### config.mk
export PLATFORM = sky130hd
export DESIGN_NAME = instr_read_sequencer_flat
export DESIGN_NICKNAME = d
export VERILOG_FILES = /design/src/rtl/instr_read_sequencer_if.sv /design/src/rtl/instr_read_sequencer.sv /design/src/flat_wrapper.sv
export SDC_FILE = /design/constraint.sdc
export NUM_CORES = 1
export LEC_CHECK = 0
export ABC_AREA = 1
export CAP_MARGIN = 25
export CORE_UTILIZATION = 44
export CTS_BUF_LIST = sky130_fd_sc_hd__clkbuf_8
export DETAILED_ROUTE_END_ITERATION = 12
export PLACE_DENSITY_LB_ADDON = 0.2
export SLEW_MARGIN = 20
export SYNTH_ARGS = -nofsm -noshare
export SYNTH_HDL_FRONTEND = slang
export SYNTH_SLANG_ARGS = --single-unit
### constraint.sdc
create_clock -name clk -period 1.48 [get_ports clk]
set_input_delay 0.444 -clock clk [delete_from_list [all_inputs] [get_ports clk]]
set_output_delay 0.444 -clock clk [all_outputs]
set_load 0.02 [all_outputs]
### src/rtl/instr_read_sequencer_if.sv
// instr_read_sequencer_if: instruction type plus the command/read-port/output bundle of the read sequencer
package instr_read_sequencer_pkg;
  typedef struct packed {
    logic [7:0] opc;
    logic [7:0] op_a;
    logic [7:0] op_b;
    logic [7:0] result;
  } instruction_t;
endpackage

interface instr_read_sequencer_if #(parameter int ADDR_W = 5, parameter int CNT_W = 6);
  import instr_read_sequencer_pkg::*;
  logic start;
  logic [ADDR_W-1:0] start_addr;
  logic [CNT_W-1:0] count;
  logic [ADDR_W-1:0] read_pointer;
  instruction_t instruction_word;
  logic out_valid;
  logic out_ready;
  instruction_t out_instr;
  logic [ADDR_W-1:0] out_addr;
  logic busy;
  logic done;
  modport master(output start, start_addr, count, instruction_word, out_ready,
                 input read_pointer, out_valid, out_instr, out_addr, busy, done);
  modport slave(input start, start_addr, count, instruction_word, out_ready,
                output read_pointer, out_valid, out_instr, out_addr, busy, done);
endinterface

### src/rtl/instr_read_sequencer.sv
// instr_read_sequencer: walks read_pointer over a wrap-around range and hands each word out over valid/ready
module instr_read_sequencer
  import instr_read_sequencer_pkg::*;
#(
  parameter int ADDR_W = 5,
  parameter int CNT_W = 6
) (
  input logic clk,
  input logic reset,
  instr_read_sequencer_if.slave bus
);
  typedef logic [ADDR_W-1:0] address_t;
  typedef enum logic [1:0] {IDLE, FETCH, HOLD} state_t;
  state_t state;
  logic [CNT_W-1:0] remaining;
  address_t next_pointer;
  always_comb next_pointer = bus.read_pointer + address_t'(1);
  always_ff @(posedge clk) begin
    if (reset) begin
      state <= IDLE;
      remaining <= '0;
      bus.read_pointer <= '0;
      bus.out_valid <= 1'b0;
      bus.out_instr <= '0;
      bus.out_addr <= '0;
      bus.busy <= 1'b0;
      bus.done <= 1'b0;
    end else begin
      bus.done <= 1'b0;
      case (state)
        IDLE: if (bus.start) begin
          if (bus.count != '0) begin
            bus.read_pointer <= bus.start_addr;
            remaining <= bus.count;
            bus.busy <= 1'b1;
            state <= FETCH;
          end else bus.done <= 1'b1;
        end
        FETCH: begin
          bus.out_instr <= bus.instruction_word;
          bus.out_addr <= bus.read_pointer;
          bus.out_valid <= 1'b1;
          state <= HOLD;
        end
        HOLD: if (bus.out_ready) begin
          bus.out_valid <= 1'b0;
          remaining <= remaining - CNT_W'(1);
          // the burst exits on the last word, so remaining never underflows
          if (remaining == CNT_W'(1)) begin
            bus.done <= 1'b1;
            bus.busy <= 1'b0;
            state <= IDLE;
          end else begin
            bus.read_pointer <= next_pointer;
            state <= FETCH;
          end
        end
        default: state <= IDLE;
      endcase
    end
  end
endmodule

### src/flat_wrapper.sv
// flat-port wrapper written by rule: the top's interface ports become plain ports
module instr_read_sequencer_flat import instr_read_sequencer_pkg::*;
#(
  parameter int ADDR_W = 5,
  parameter int CNT_W = 6
)
  (clk, reset, bus_start, bus_start_addr, bus_count, bus_instruction_word, bus_out_ready, bus_read_pointer, bus_out_valid, bus_out_instr, bus_out_addr, bus_busy, bus_done);
  instr_read_sequencer_if #(.ADDR_W(ADDR_W), .CNT_W(CNT_W)) bus_i ();
  input logic clk;
  input logic reset;
  input wire logic [$bits(bus_i.start)-1:0] bus_start;
  input wire logic [$bits(bus_i.start_addr)-1:0] bus_start_addr;
  input wire logic [$bits(bus_i.count)-1:0] bus_count;
  input wire logic [$bits(bus_i.instruction_word)-1:0] bus_instruction_word;
  input wire logic [$bits(bus_i.out_ready)-1:0] bus_out_ready;
  output wire logic [$bits(bus_i.read_pointer)-1:0] bus_read_pointer;
  output wire logic [$bits(bus_i.out_valid)-1:0] bus_out_valid;
  output wire logic [$bits(bus_i.out_instr)-1:0] bus_out_instr;
  output wire logic [$bits(bus_i.out_addr)-1:0] bus_out_addr;
  output wire logic [$bits(bus_i.busy)-1:0] bus_busy;
  output wire logic [$bits(bus_i.done)-1:0] bus_done;
  assign bus_i.start = bus_start;
  assign bus_i.start_addr = bus_start_addr;
  assign bus_i.count = bus_count;
  assign bus_i.instruction_word = bus_instruction_word;
  assign bus_i.out_ready = bus_out_ready;
  assign bus_read_pointer = bus_i.read_pointer;
  assign bus_out_valid = bus_i.out_valid;
  assign bus_out_instr = bus_i.out_instr;
  assign bus_out_addr = bus_i.out_addr;
  assign bus_busy = bus_i.busy;
  assign bus_done = bus_i.done;
  instr_read_sequencer #(.ADDR_W(ADDR_W), .CNT_W(CNT_W)) u_core (.clk(clk), .reset(reset), .bus(bus_i));
endmodule
## Yosys cells after proc, flatten, opt, wreduce, memory -nomap -nowiden

Index checks and enable logic that the tools add are counted.

| operators by class | value |
|---|---|
| $add $sub $neg | 2 |
| eq/ne operators | 8 |
| reductions and logical operators | 9 |
| muxes and demuxes | 26 |

Operators by type and width:

| operator | count |
|---|---|
| 5-bit 2-to-1 mux | 4 |
| 6-bit 2-to-1 mux | 3 |
| 6-bit case mux with 2 select lines | 1 |
| 1-bit 2-to-1 mux | 10 |
| 5-bit case mux with 2 select lines | 1 |
| 5-bit AND reduction | 2 |
| 6-bit by 1-bit equality test with 1-bit output, second input constant | 1 |
| 2-bit 2-to-1 mux | 3 |
| 2-bit != test, second input constant | 3 |
| 1-bit case mux with 2 select lines | 3 |
| 2-bit case mux with 3 select lines | 1 |
| 6-bit nonzero test | 1 |
| 6-bit by 1-bit subtractor with 6-bit output, second input constant | 1 |
| 5-bit by 1-bit adder with 5-bit output, second input constant | 1 |
| 2-bit by 1-bit != test with 1-bit output, second input constant | 2 |
| 4-bit AND reduction | 1 |
| 2-bit nonzero test | 2 |
| 3-bit AND reduction | 1 |
| 2-bit by 1-bit equality test with 1-bit output, second input constant | 1 |
| 2-bit equality test, second input constant | 1 |
| 2-bit zero test | 1 |
| 2-bit AND reduction | 1 |

| word-level totals | value |
|---|---|
| logic and storage cells | 56 |
| output and inout port bits | 45 |
| register bits | 53 |
| input bits | 47 |

## Logic depth before layout (Yosys ltp)

| logic depth | value |
|---|---|
| depth after elaboration | 4 |
| mapped depth | 9 |

## Worst setup path after synthesis

OpenSTA, ideal clock, no wires.

| timing | value |
|---|---|
| kind | register to register |
| start point | register u_core.bus.read_pointer[0] |
| end point | register u_core.bus.read_pointer[2] |
| library setup time | 113 ps |
| data arrival time | 1,140 ps |
| slack | 227 ps |
| stages on the path, launching flop included | 7 |
| cell sequence | dfxtp_1 -> ha_1 -> or2_2 -> nand3_1 -> nand2_1 -> nor2_1 -> nor2_1 |

| between the ends | value |
|---|---|
| cells in the longest elaborated chain, start to end | 4 |

RTL lines:

| element | line | source |
|---|---|---|
| from (decl) | instr_read_sequencer_if.sv:27 | `output read_pointer, out_valid, out_instr, out_addr, busy, done);` |
| from (signal assigned) | instr_read_sequencer.sv:33 | `bus.read_pointer <= bus.start_addr;` |
| from (signal assigned) | instr_read_sequencer.sv:54 | `bus.read_pointer <= next_pointer;` |
| 5-bit by 1-bit adder with 5-bit output | instr_read_sequencer.sv:17 | `always_comb next_pointer = bus.read_pointer + address_t'(1);` |
| 5-bit 2-to-1 mux | instr_read_sequencer.sv:49 | `if (remaining == CNT_W'(1)) begin` |
| 5-bit 2-to-1 mux | instr_read_sequencer.sv:45 | `HOLD: if (bus.out_ready) begin` |
| 5-bit case mux with 2 select lines | instr_read_sequencer.sv:30 | `case (state)` |

Every way passes these cells. The select of a mux whose other input is x is not followed.
A chain may end at the register's enable or synchronous reset.

## Worst setup path after layout

| timing | value |
|---|---|
| start point | register u_core.bus.read_pointer[3] |
| end point | output port bus_read_pointer[3] |

RTL lines:

| element | line | source |
|---|---|---|
| to (decl) | flat_wrapper.sv:16 | `output wire logic [$bits(bus_i.read_pointer)-1:0] bus_read_pointer;` |

No word-level cell between the ends.

==> out/metrics.yaml <==
run_status:
  status: "complete, no violations"
power:
  power_mw: 3.62
  pwr_density_cell_nw_per_um2: 1050
  irDropWorstVdd_v: 0.000720
  leakagePower_nw: 1.71
floorplanning:
  initial_core_util_pct: 46.8
  num_io_pins: 92
  std_cell_rows: 25
  dieArea_sq_um: 5410
  chipWidth_microns: 73.5
  core_sq_um: 4820
  die-height_microns: 73.5
sta:
  worst_clock_skew_ps: 10.8
  slew_headroom_pct: 75.9
  finalSetupViolCount: 0
  fin_crit_ps: 1430
  fmax_mhz: 697
  rsz0062_at_grt: "no"
  tightest_slew_ps: 362
  slew_violations: 0
  fin_crit_sh_pct: 96.9
  hold_viol: 0
placement:
  place_area_sq_um: 3320
  port_buffers: 91
  place_congestion: 0.852
  dpl.hpwl_microns: 4160
cts:
  cts_sinks: 53
  holdBufCountCts: 0
  cts_buffer_depth: 2
  root_buffer: "clkbuf_8"
  cts_max_level: 2
  clock_latency_ps: 300
  cts_buffers: 5
  tritoncts: "done"
  clk_pin_slew_ps: 100
grt:
  grt_max_degree: 37
  grt_usage_pct: 22.9
  overflow: 0
  grt_pass1_wl_microns: 9700
  grt_pass1_vias: 2302
  antenna_found_initial: 0
routing:
  dr.pass1.iters: 4
  drtAntennaViolNets: 0
  avgViaCountPerCell: 4.80
  wire_per_inst_microns: 11.9
  routed_wl_microns: 5870
  drc: 0
  vias: 2364
  initialDrtViolationCount: 120
worst_setup_path:
  path_cells: "clkdlybuf4s15_1"
  max_stage_delay_ps: 380
  critPathArrivalTime_ps: 990
  worst-path-stages: 1
  crit_family: "flip-flops"
  cp_max_fo: 3
  reg2reg_depth: 9
  endpoint_kind: "output pin"
  cp.required_ps: 1040
  critical_path_class: "flop to output pin"
  slowest_stage: "dfxtp_1"
  cp-start-kind: "flop"
  path_buf_inv: 1
synthesis:
  yosysMostFrequentCell: "nor2_1"
  yosysWarnings: 0
  synth-seq-cells: 53
  synth_top_flop_cell: "dfxtp_1"
  post_synth_inst_count: 323
  synth_edf_count: 0
  synth_cell_types: 21
  async_flop_share_pct: 0
  synth_top_area_cell: "dfxtp_1"
  synth_fp_nets: 373
  synth_top_area_share_pct: 47.1
  seq_area_frac_synth_pct: 47.1
  synthTopCellsByCount: "nor2_1, dfxtp_1, o21ai_0, nand2_1, inv_1"
  synth.area.top_cells: "dfxtp_1, nor2_1, o21ai_0, nand2_1, inv_1"
  synth_area_sq_um: 2250
  avgSynthCellArea_sq_um: 6.97
final_layout:
  drive_above_1_share_pct: 9.39
  stdcell_area_sq_um: 3430
  post-route-util_pct: 71.2
  fin_nets: 475
  syn2layout_area_growth_pct: 52.3
  regArea_sq_um: 1060
  nFillCells: 435
  n_antenna_cell: 0
  multiInputGateArea_sq_um: 1050
hold_path:
  hold_depth: 3
  hold_path.class: "input pin to flop"
flow_run:
  maxCapViolations: 0
[where the power goes]
| part | switching, mW | leakage, nW | internal [mW] |
|---|---|---|---|
| logic | 0.531 | 1.21 | 0.404 |
| registers | 0.0750 | 0.437 | 1.57 |
| clock network | 0.488 | 0.0574 | 0.551 |
[cell usage in the layout, fill, tap and decap left out, types with 4 or more instances in the layout]
master and instances:
o21ai_0 50, dlygate4sd2_1 34, clkbuf_8 6, dfxtp_1 51, nor2_2 4, dlymetal6s2s_1 5
clkdlybuf4s50_1 41, nand2_1 42, nor2_1 98, inv_1 22, nand3_1 12, buf_4 16
a21oi_1 12, clkdlybuf4s15_1 11
[stage by stage]
stage | worst slack [ps] | TNS [ps] | hold slack, ps | instances
final | 45.8 | 0 | 449 | 493
after global routing | 0.631 | 0 | 459 | 493
after CTS | 16.5 | 0 | 459 | 491
after detailed placement | -284 | -2860 | 445 | 483
after global placement | -244 | -2660 | 447 | 483
after floorplan | 227 | 0 | 466 | 323
[final cells by class]
| class | instances | share of cell area [%] |
|---|---|---|
| Inverter | 24 | 2.70 |
| Clock buffer | 6 | 2.41 |
| Clock inverter | 2 | 1.09 |
| Sequential cell | 53 | 31.0 |
| Timing Repair Buffer | 108 | 29.8 |
| Tap cell | 67 | 2.44 |
| Multi-Input combinational cell | 233 | 30.6 |
[cells by family (layout without fill, tap and decap cells)]
family / after synthesis / after routing / synth area share, %
compound gates: 63 / 63 / 14.0
fa+ha+maj: 3 / 3 / 1.67
flops: 53 / 53 / 47.1
buf+inv: 38 / 140 / 6.94
simple gates: 166 / 167 / 30.3
[timing repair]
action,4_1_cts,5_1_grt
hold endpoints to repair,0,0
pin swaps,0,4
setup endpoints to repair,45,39
setup buffers,0,1
gates resized for setup,45,22
cloned,0,1
[metal layers]
layer  global-route usage, %  routed length [microns]  share of wire [%]
met5                       0                        0                  0
met4                    8.55                       87                1.5
met3                    7.82                      549                9.4
met2                    38.0                     2730                 47
met1                    27.4                     2500                 43
[final timing paths]
| check | startpoint | to | slack [ps] |
|---|---|---|---|
| hold / removal | bus_start | u_core.bus.done | 450 |
| setup reg to reg | u_core.state[0] | u_core.bus.read_pointer[1] | 120 |
| hold reg to reg | u_core.bus.busy | u_core.bus.busy | 460 |
| setup / recovery | u_core.bus.read_pointer[3] | bus_read_pointer[3] | 50 |
[registers in the layout, summed over array words and instances, names as in the netlist]
name	cells
u_core.bus.busy	1
u_core.bus.done	1
u_core.bus.out_addr	5
u_core.bus.out_instr	32
u_core.bus.out_valid	1
u_core.bus.read_pointer	5
u_core.remaining	6
u_core.state	2
Power figures use the tool's default switching activity.
